`src/rtl/dpe_pkg.sv`:
```
// Shared types for the DPE ingress flow-control quiesce logic.
package dpe_pkg;

   typedef enum logic [1:0] {
      RUN,
      DRAIN,
      WAIT_IDLE,
      HALTED
   } fcr_state_t;

   localparam int FCR_SETTLE_DEF = 2;

endpackage

```
`src/rtl/dpe_if.sv`:
```
// AXI-stream style bundle used on the DPE ingress path.
interface dpe_if #(
   parameter int DATA_W = 64,
   parameter int USER_W = 1
);

   logic                  tvalid;
   logic                  tready;
   logic                  tlast;
   logic [DATA_W-1:0]     tdata;
   logic [DATA_W/8-1:0]   tkeep;
   logic [USER_W-1:0]     tuser;

   modport s_axis (
      input  tvalid, tdata, tkeep, tlast, tuser,
      output tready
   );

   modport m_axis (
      output tvalid, tdata, tkeep, tlast, tuser,
      input  tready
   );

endinterface

```
`src/rtl/dpe_fcr_ctrl.sv`:
```
// Ingress quiesce controller: closes the stream at a packet boundary,
// waits for downstream idle, then grants the CPU a config window.
module dpe_fcr_ctrl
   import dpe_pkg::*;
#(
   parameter int NUM_STAGES    = 4,
   parameter int SETTLE_CYCLES = FCR_SETTLE_DEF,
   parameter int TIMEOUT_W     = 16
) (
   input  logic                  clk,
   input  logic                  rst,
   input  logic                  cpu_fcr_req,
   output logic                  cpu_fcr_ack,
   output logic                  cpu_fcr_timeout,
   input  logic [TIMEOUT_W-1:0]  timeout_cycles,
   input  logic [NUM_STAGES-1:0] stage_idle,
   dpe_if.s_axis                 inp,
   dpe_if.m_axis                 outp
);

   localparam int SW = $clog2(SETTLE_CYCLES + 1);

   fcr_state_t           state;
   fcr_state_t           state_nxt;
   logic                 in_pkt;
   logic                 open;
   logic                 beat;
   logic                 all_idle;
   logic                 tmo_hit;
   logic [SW-1:0]        settle_cnt;
   logic [SW-1:0]        settle_nxt;
   logic [TIMEOUT_W-1:0] tmo_cnt;

   assign all_idle = &stage_idle;
   assign open     = (state == RUN) | in_pkt;

   assign outp.tvalid = inp.tvalid & open;
   assign outp.tdata  = inp.tdata;
   assign outp.tkeep  = inp.tkeep;
   assign outp.tlast  = inp.tlast;
   assign outp.tuser  = inp.tuser;
   assign inp.tready  = outp.tready & open;

   assign beat    = inp.tvalid & inp.tready;
   assign tmo_hit = (timeout_cycles != '0) &&
                    (tmo_cnt == timeout_cycles);

   always_comb begin
      state_nxt  = state;
      settle_nxt = '0;
      unique case (state)
         RUN: begin
            if (cpu_fcr_req) state_nxt = DRAIN;
         end
         DRAIN: begin
            if (!cpu_fcr_req)  state_nxt = RUN;
            else if (!in_pkt)  state_nxt = WAIT_IDLE;
         end
         WAIT_IDLE: begin
            if (!cpu_fcr_req) begin
               state_nxt = RUN;
            end else if (all_idle) begin
               if (settle_cnt == SW'(SETTLE_CYCLES - 1))
                  state_nxt = HALTED;
               else
                  settle_nxt = settle_cnt + 1'b1;
            end
         end
         HALTED: begin
            if (!cpu_fcr_req) state_nxt = RUN;
         end
         default: state_nxt = RUN;
      endcase
   end

   always_ff @(posedge clk) begin
      if (rst) begin
         state           <= RUN;
         in_pkt          <= 1'b0;
         settle_cnt      <= '0;
         tmo_cnt         <= '0;
         cpu_fcr_ack     <= 1'b0;
         cpu_fcr_timeout <= 1'b0;
      end else begin
         state       <= state_nxt;
         settle_cnt  <= settle_nxt;
         cpu_fcr_ack <= (state_nxt == HALTED);
         if (beat) in_pkt <= ~inp.tlast;
         // DRAIN is only entered from RUN, so clearing here covers entry
         if (state == RUN) begin
            tmo_cnt <= '0;
         end else if (state == DRAIN || state == WAIT_IDLE) begin
            if (tmo_hit) cpu_fcr_timeout <= 1'b1;
            else         tmo_cnt <= tmo_cnt + 1'b1;
         end
         if (!cpu_fcr_req) cpu_fcr_timeout <= 1'b0;
      end
   end

endmodule
```
`src/flat_wrapper.sv`:
```
// flat-port wrapper written by rule: the top's interface ports become plain ports
module dpe_fcr_ctrl_flat import dpe_pkg::*;
#(
   parameter int NUM_STAGES    = 4,
   parameter int SETTLE_CYCLES = FCR_SETTLE_DEF,
   parameter int TIMEOUT_W     = 16
)
  (clk, rst, cpu_fcr_req, cpu_fcr_ack, cpu_fcr_timeout, timeout_cycles, stage_idle, inp_tvalid, inp_tdata, inp_tkeep, inp_tlast, inp_tuser, inp_tready, outp_tvalid, outp_tdata, outp_tkeep, outp_tlast, outp_tuser, outp_tready);
  dpe_if inp_i ();
  dpe_if outp_i ();
  input  logic clk;
  input  logic rst;
  input  logic cpu_fcr_req;
  output logic cpu_fcr_ack;
  output logic cpu_fcr_timeout;
  input  logic [TIMEOUT_W-1:0] timeout_cycles;
  input  logic [NUM_STAGES-1:0] stage_idle;
  input wire logic [$bits(inp_i.tvalid)-1:0] inp_tvalid;
  input wire logic [$bits(inp_i.tdata)-1:0] inp_tdata;
  input wire logic [$bits(inp_i.tkeep)-1:0] inp_tkeep;
  input wire logic [$bits(inp_i.tlast)-1:0] inp_tlast;
  input wire logic [$bits(inp_i.tuser)-1:0] inp_tuser;
  output wire logic [$bits(inp_i.tready)-1:0] inp_tready;
  output wire logic [$bits(outp_i.tvalid)-1:0] outp_tvalid;
  output wire logic [$bits(outp_i.tdata)-1:0] outp_tdata;
  output wire logic [$bits(outp_i.tkeep)-1:0] outp_tkeep;
  output wire logic [$bits(outp_i.tlast)-1:0] outp_tlast;
  output wire logic [$bits(outp_i.tuser)-1:0] outp_tuser;
  input wire logic [$bits(outp_i.tready)-1:0] outp_tready;
  assign inp_i.tvalid = inp_tvalid;
  assign inp_i.tdata = inp_tdata;
  assign inp_i.tkeep = inp_tkeep;
  assign inp_i.tlast = inp_tlast;
  assign inp_i.tuser = inp_tuser;
  assign inp_tready = inp_i.tready;
  assign outp_tvalid = outp_i.tvalid;
  assign outp_tdata = outp_i.tdata;
  assign outp_tkeep = outp_i.tkeep;
  assign outp_tlast = outp_i.tlast;
  assign outp_tuser = outp_i.tuser;
  assign outp_i.tready = outp_tready;
  dpe_fcr_ctrl #(.NUM_STAGES(NUM_STAGES), .SETTLE_CYCLES(SETTLE_CYCLES), .TIMEOUT_W(TIMEOUT_W)) u_core (.clk(clk), .rst(rst), .cpu_fcr_req(cpu_fcr_req), .cpu_fcr_ack(cpu_fcr_ack), .cpu_fcr_timeout(cpu_fcr_timeout), .timeout_cycles(timeout_cycles), .stage_idle(stage_idle), .inp(inp_i), .outp(outp_i));
endmodule
```
`config.mk`:
```
export PLATFORM = sky130hd
export DESIGN_NAME = dpe_fcr_ctrl_flat
export DESIGN_NICKNAME = d
export VERILOG_FILES = /design/src/rtl/dpe_pkg.sv /design/src/rtl/dpe_if.sv /design/src/rtl/dpe_fcr_ctrl.sv /design/src/flat_wrapper.sv
export SDC_FILE = /design/constraint.sdc
export NUM_CORES = 1
export LEC_CHECK = 0
export CAP_MARGIN = 20
export CELL_PAD_IN_SITES_DETAIL_PLACEMENT = 0
export CELL_PAD_IN_SITES_GLOBAL_PLACEMENT = 1
export CORE_MARGIN = 5
export CORE_UTILIZATION = 20
export CTS_CLUSTER_SIZE = 16
export DETAILED_ROUTE_END_ITERATION = 8
export PLACE_DENSITY_LB_ADDON = 0.1
export SYNTH_ARGS = -nofsm -noshare
export SYNTH_HDL_FRONTEND = slang
export SYNTH_SLANG_ARGS = --single-unit
```
`constraint.sdc`:
```
create_clock -name clk -period 2.7 [get_ports clk]
set_input_delay 0.54 -clock clk [delete_from_list [all_inputs] [get_ports clk]]
set_output_delay 0.54 -clock clk [all_outputs]
set_load 0.02 [all_outputs]
```
==> impl_metrics.py <==
metrics = {
    "floorplan": {
        "core_um2": 9680,
        "die-area_um2": 11900,
        "core.rowCount": 36,
        "count_of_boundary_i_o_pins": 177,
        "die_width_um": 109,
        "fp.dieH_um": 109,
        "start_util": 0.203,
    },
    "place": {
        "routabilityCongestion": 0.648,
        "post-dp-hpwl_um": 3750,
        "port-buffer-count": 30,
    },
    "clock_tree": {
        "cts_buf_count": 3,
        "cts_repair_resize_count": 0,
        "clk_latency_ps": 270,
        "clock_tree.htree_level_count": 1,
        "tritoncts_num_sinks": 23,
        "cts.root.buffer_cell": "sky130_fd_sc_hd__clkbuf_8",
        "worst_setup_hold_path_clk_slew_ps": 90,
        "total_of_hold_buffers_inserted_after_clock_tree_synthesis": 0,
        "cts_tree": "done",
        "postCtsSetupRepairBufs": 0,
        "clock_path_buffers": 2,
    },
    "logic_synthesis": {
        "yosys_register_bits": 23,
        "yosysWarnings": 0,
        "synth.avg_cell_area_um2": 8.24,
        "synth_cell_type_count": 39,
        "post_synth_top_flop": "sky130_fd_sc_hd__dfxtp_1",
        "cell_area_after_technology_mapping_um2": 1960,
        "synth_cells": 238,
        "yosysSeqAreaShare": 0.235,
        "mappedNetlistNets": 343,
        "synth_enable_flop_cells": 0,
        "synth-async-reset-ratio": 0,
    },
    "timing": {
        "totalNegativeSetupSlack_ps": 0,
        "worst_pin_slew_ps": 579,
        "timing.final.setup_violations": 0,
        "rsz0062_at_grt": "false",
        "hold_viol_final": 0,
        "worst_clock_skew_ps": 8.01,
        "post-route-min-period_ps": 2400,
        "number_of_max_slew_violations_in_the_final_report": 0,
        "min_period_over_period": 0.888,
        "max_frequency_mhz": 417,
        "timing.slew.headroom": 0.613,
    },
    "critical_path": {
        "crit_type": "reg2out",
        "arrival_ps": 1860,
        "endpoint_kind": "primary output",
        "cp.required_ps": 2160,
        "crit_path_start_kind": "register",
        "slowest_stage": "sky130_fd_sc_hd__clkdlybuf4s50_1",
        "crit_path_cell_trace": "inv_1 -> ha_1 -> o21a_1 -> clkdlybuf4s50_1",
        "delay_of_the_slowest_cell_on_the_worst_path_ps": 610,
        "path_max_fanout": 9,
    },
    "final_layout": {
        "layout.cells.most_common_list": "sky130_fd_sc_hd__clkdlybuf4s50_1 (30), sky130_fd_sc_hd__dfxtp_1 (23), sky130_fd_sc_hd__nand2_1 (14)",
        "area_grow_syn2layout_pct": -1.21,
        "final_core_utilization": 0.200,
        "diodes": 0,
        "final-seq-area_um2": 460,
        "fillCellCount": 1097,
        "mostFrequentLayoutCell": "sky130_fd_sc_hd__clkdlybuf4s50_1",
        "finish.net_count": 303,
        "drive_gt1_frac": 0.0812,
        "multi_input_comb_area_um2": 897,
    },
    "routing": {
        "routedWlPerCell_um": 14.5,
        "postRouteWirelength_um": 4790,
        "route.layer.met1.wl_um": 2220,
        "detail_route.iter0.violations": 43,
        "ant_nets": 0,
        "topmost_layer_with_routed_signal_wires": "met4",
        "vias": 1362,
        "detailroute.wirelength.met2_um": 2210,
        "remaining_drc_errors": 0,
        "post_drt_via_cell_ratio": 4.13,
        "route.met3.wl_um": 278,
        "first_pass_iters": 4,
    },
    "power_and_ir_drop": {
        "vdd_ir_drop_max_mv": 0.152,
        "pwr_density_cell_nw_per_um2": 356,
        "p_leak_uw": 0.000591,
    },
    "global_route": {
        "grt_use_total": 0.0838,
        "grt_pass1_vias": 1399,
        "grt_first_pass_wirelength_um": 7560,
        "antenna_found_initial": 0,
        "grt.overflow.total": 0,
        "grt_start_max_net_pins": 31,
    },
    "run": {
        "maxCapViolations": 0,
    },
    "status": {
        "outcome": "finished, final reports clean",
    },
    "hold_path": {
        "holdCritPathClass": "reg2reg",
    },
}
==> through the flow <==
stage	hold WS (ps)	setup slack (ps)	cell area, µm²	std cells	total power (µW)
4_1_cts	431	267	1940	330	702
3_3_place_gp	414	25.6	1890	326	469
3_5_place_dp	417	109	1890	326	466
5_1_grt	455	169	1940	330	723
6_report	421	302	1940	330	689
2_1_floorplan	397	701	1960	238	557
==> metal layers <==
metal	up-vias	track usage
met2	34	0.126
met4	0	0.0352
met5	-	0
met1	639	0.113
li1	677	-
met3	12	0.0225
==> final timing paths <==
| check | slack [ps] | start | cells past startpoint | to |
|---|---|---|---|---|
| min reg2reg | 420 | u_core.settle_cnt[0]$_SDFF_PP0_ | 1 | u_core.settle_cnt[0]$_SDFF_PP0_ |
| max | 300 | u_core.state[0]$_SDFF_PP0_ | 4 | outp_tvalid |
| min | 420 | u_core.settle_cnt[0]$_SDFF_PP0_ | 1 | u_core.settle_cnt[0]$_SDFF_PP0_ |
| max reg2reg | 590 | u_core.state[1]$_SDFF_PP0_ | 7 | u_core.tmo_cnt[14]$_SDFFE_PP0P_ |
==> synthesized netlist by cell type (2+ instances only) <==
master / n / area (µm²)
sky130_fd_sc_hd__xor2_1: 8 / 70.1
sky130_fd_sc_hd__ha_1: 6 / 75.1
sky130_fd_sc_hd__or3_1: 6 / 37.5
sky130_fd_sc_hd__nor2b_1: 2 / 12.5
sky130_fd_sc_hd__nand3_1: 6 / 30.0
sky130_fd_sc_hd__buf_2: 3 / 15.0
sky130_fd_sc_hd__nor4_1: 7 / 43.8
sky130_fd_sc_hd__o211ai_1: 2 / 15.0
sky130_fd_sc_hd__o21ai_0: 5 / 25.0
sky130_fd_sc_hd__clkbuf_1: 2 / 7.51
sky130_fd_sc_hd__dfxtp_1: 23 / 460
sky130_fd_sc_hd__nand4_1: 5 / 31.3
sky130_fd_sc_hd__nor3_1: 2 / 10.0
sky130_fd_sc_hd__buf_4: 75 / 563
sky130_fd_sc_hd__o31ai_1: 6 / 45.0
sky130_fd_sc_hd__or4_1: 9 / 67.6
sky130_fd_sc_hd__o21ai_1: 4 / 20.0
sky130_fd_sc_hd__nor2_1: 6 / 22.5
sky130_fd_sc_hd__nand2_1: 14 / 52.6
sky130_fd_sc_hd__inv_1: 5 / 18.8
sky130_fd_sc_hd__a21oi_1: 13 / 65.1
sky130_fd_sc_hd__xnor2_1: 8 / 70.1
sky130_fd_sc_hd__mux2i_1: 2 / 20.0
sky130_fd_sc_hd__o21a_1: 3 / 22.5
sky130_fd_sc_hd__nand3_4: 2 / 35.0
==> worst max-delay path, delay by kind of cell (launching register included) <==
family                     cells  cell delay [ps]
buffers and inverters          2              720
AOI/OAI and AO/OA              1              190
DFF                            1              340
adders and majority gates      1              330
==> report_power, final <==
group | internal (µW) | switching, µW
clock network | 106 | 126
registers | 342 | 3.92
logic | 61.4 | 49.5
==> registers in the layout, summed over array words and instances (netlist names) <==
register and flops:
u_core.tmo_cnt 16, u_core.settle_cnt 2, u_core.state 2, u_core.cpu_fcr_ack 1
u_core.cpu_fcr_timeout 1, u_core.in_pkt 1
==> area by class of cell <==
| type | count | area share |
|---|---|---|
| repair buffers | 35 | 0.181 |
| clock buffers | 4 | 0.0232 |
| multi-input cells | 130 | 0.463 |
| inverters | 5 | 0.00968 |
| flip-flops and latches | 23 | 0.238 |
| well taps | 133 | 0.0859 |
==> kinds of logic (layout without fill, tap and decap cells) <==
kind of cell / after synthesis / count (layout) / synth area share
AO/OA/AOI/OAI: 37 / 37 / 0.115
buffers and inverters: 85 / 44 / 0.308
multiplexers: 2 / 2 / 0.0102
adder cells (fa/ha/maj): 6 / 6 / 0.0383
AND/OR/NAND/NOR: 69 / 69 / 0.222
XOR/XNOR: 16 / 16 / 0.0714
flip-flops: 23 / 23 / 0.235
(Power assumes the default switching activity.)
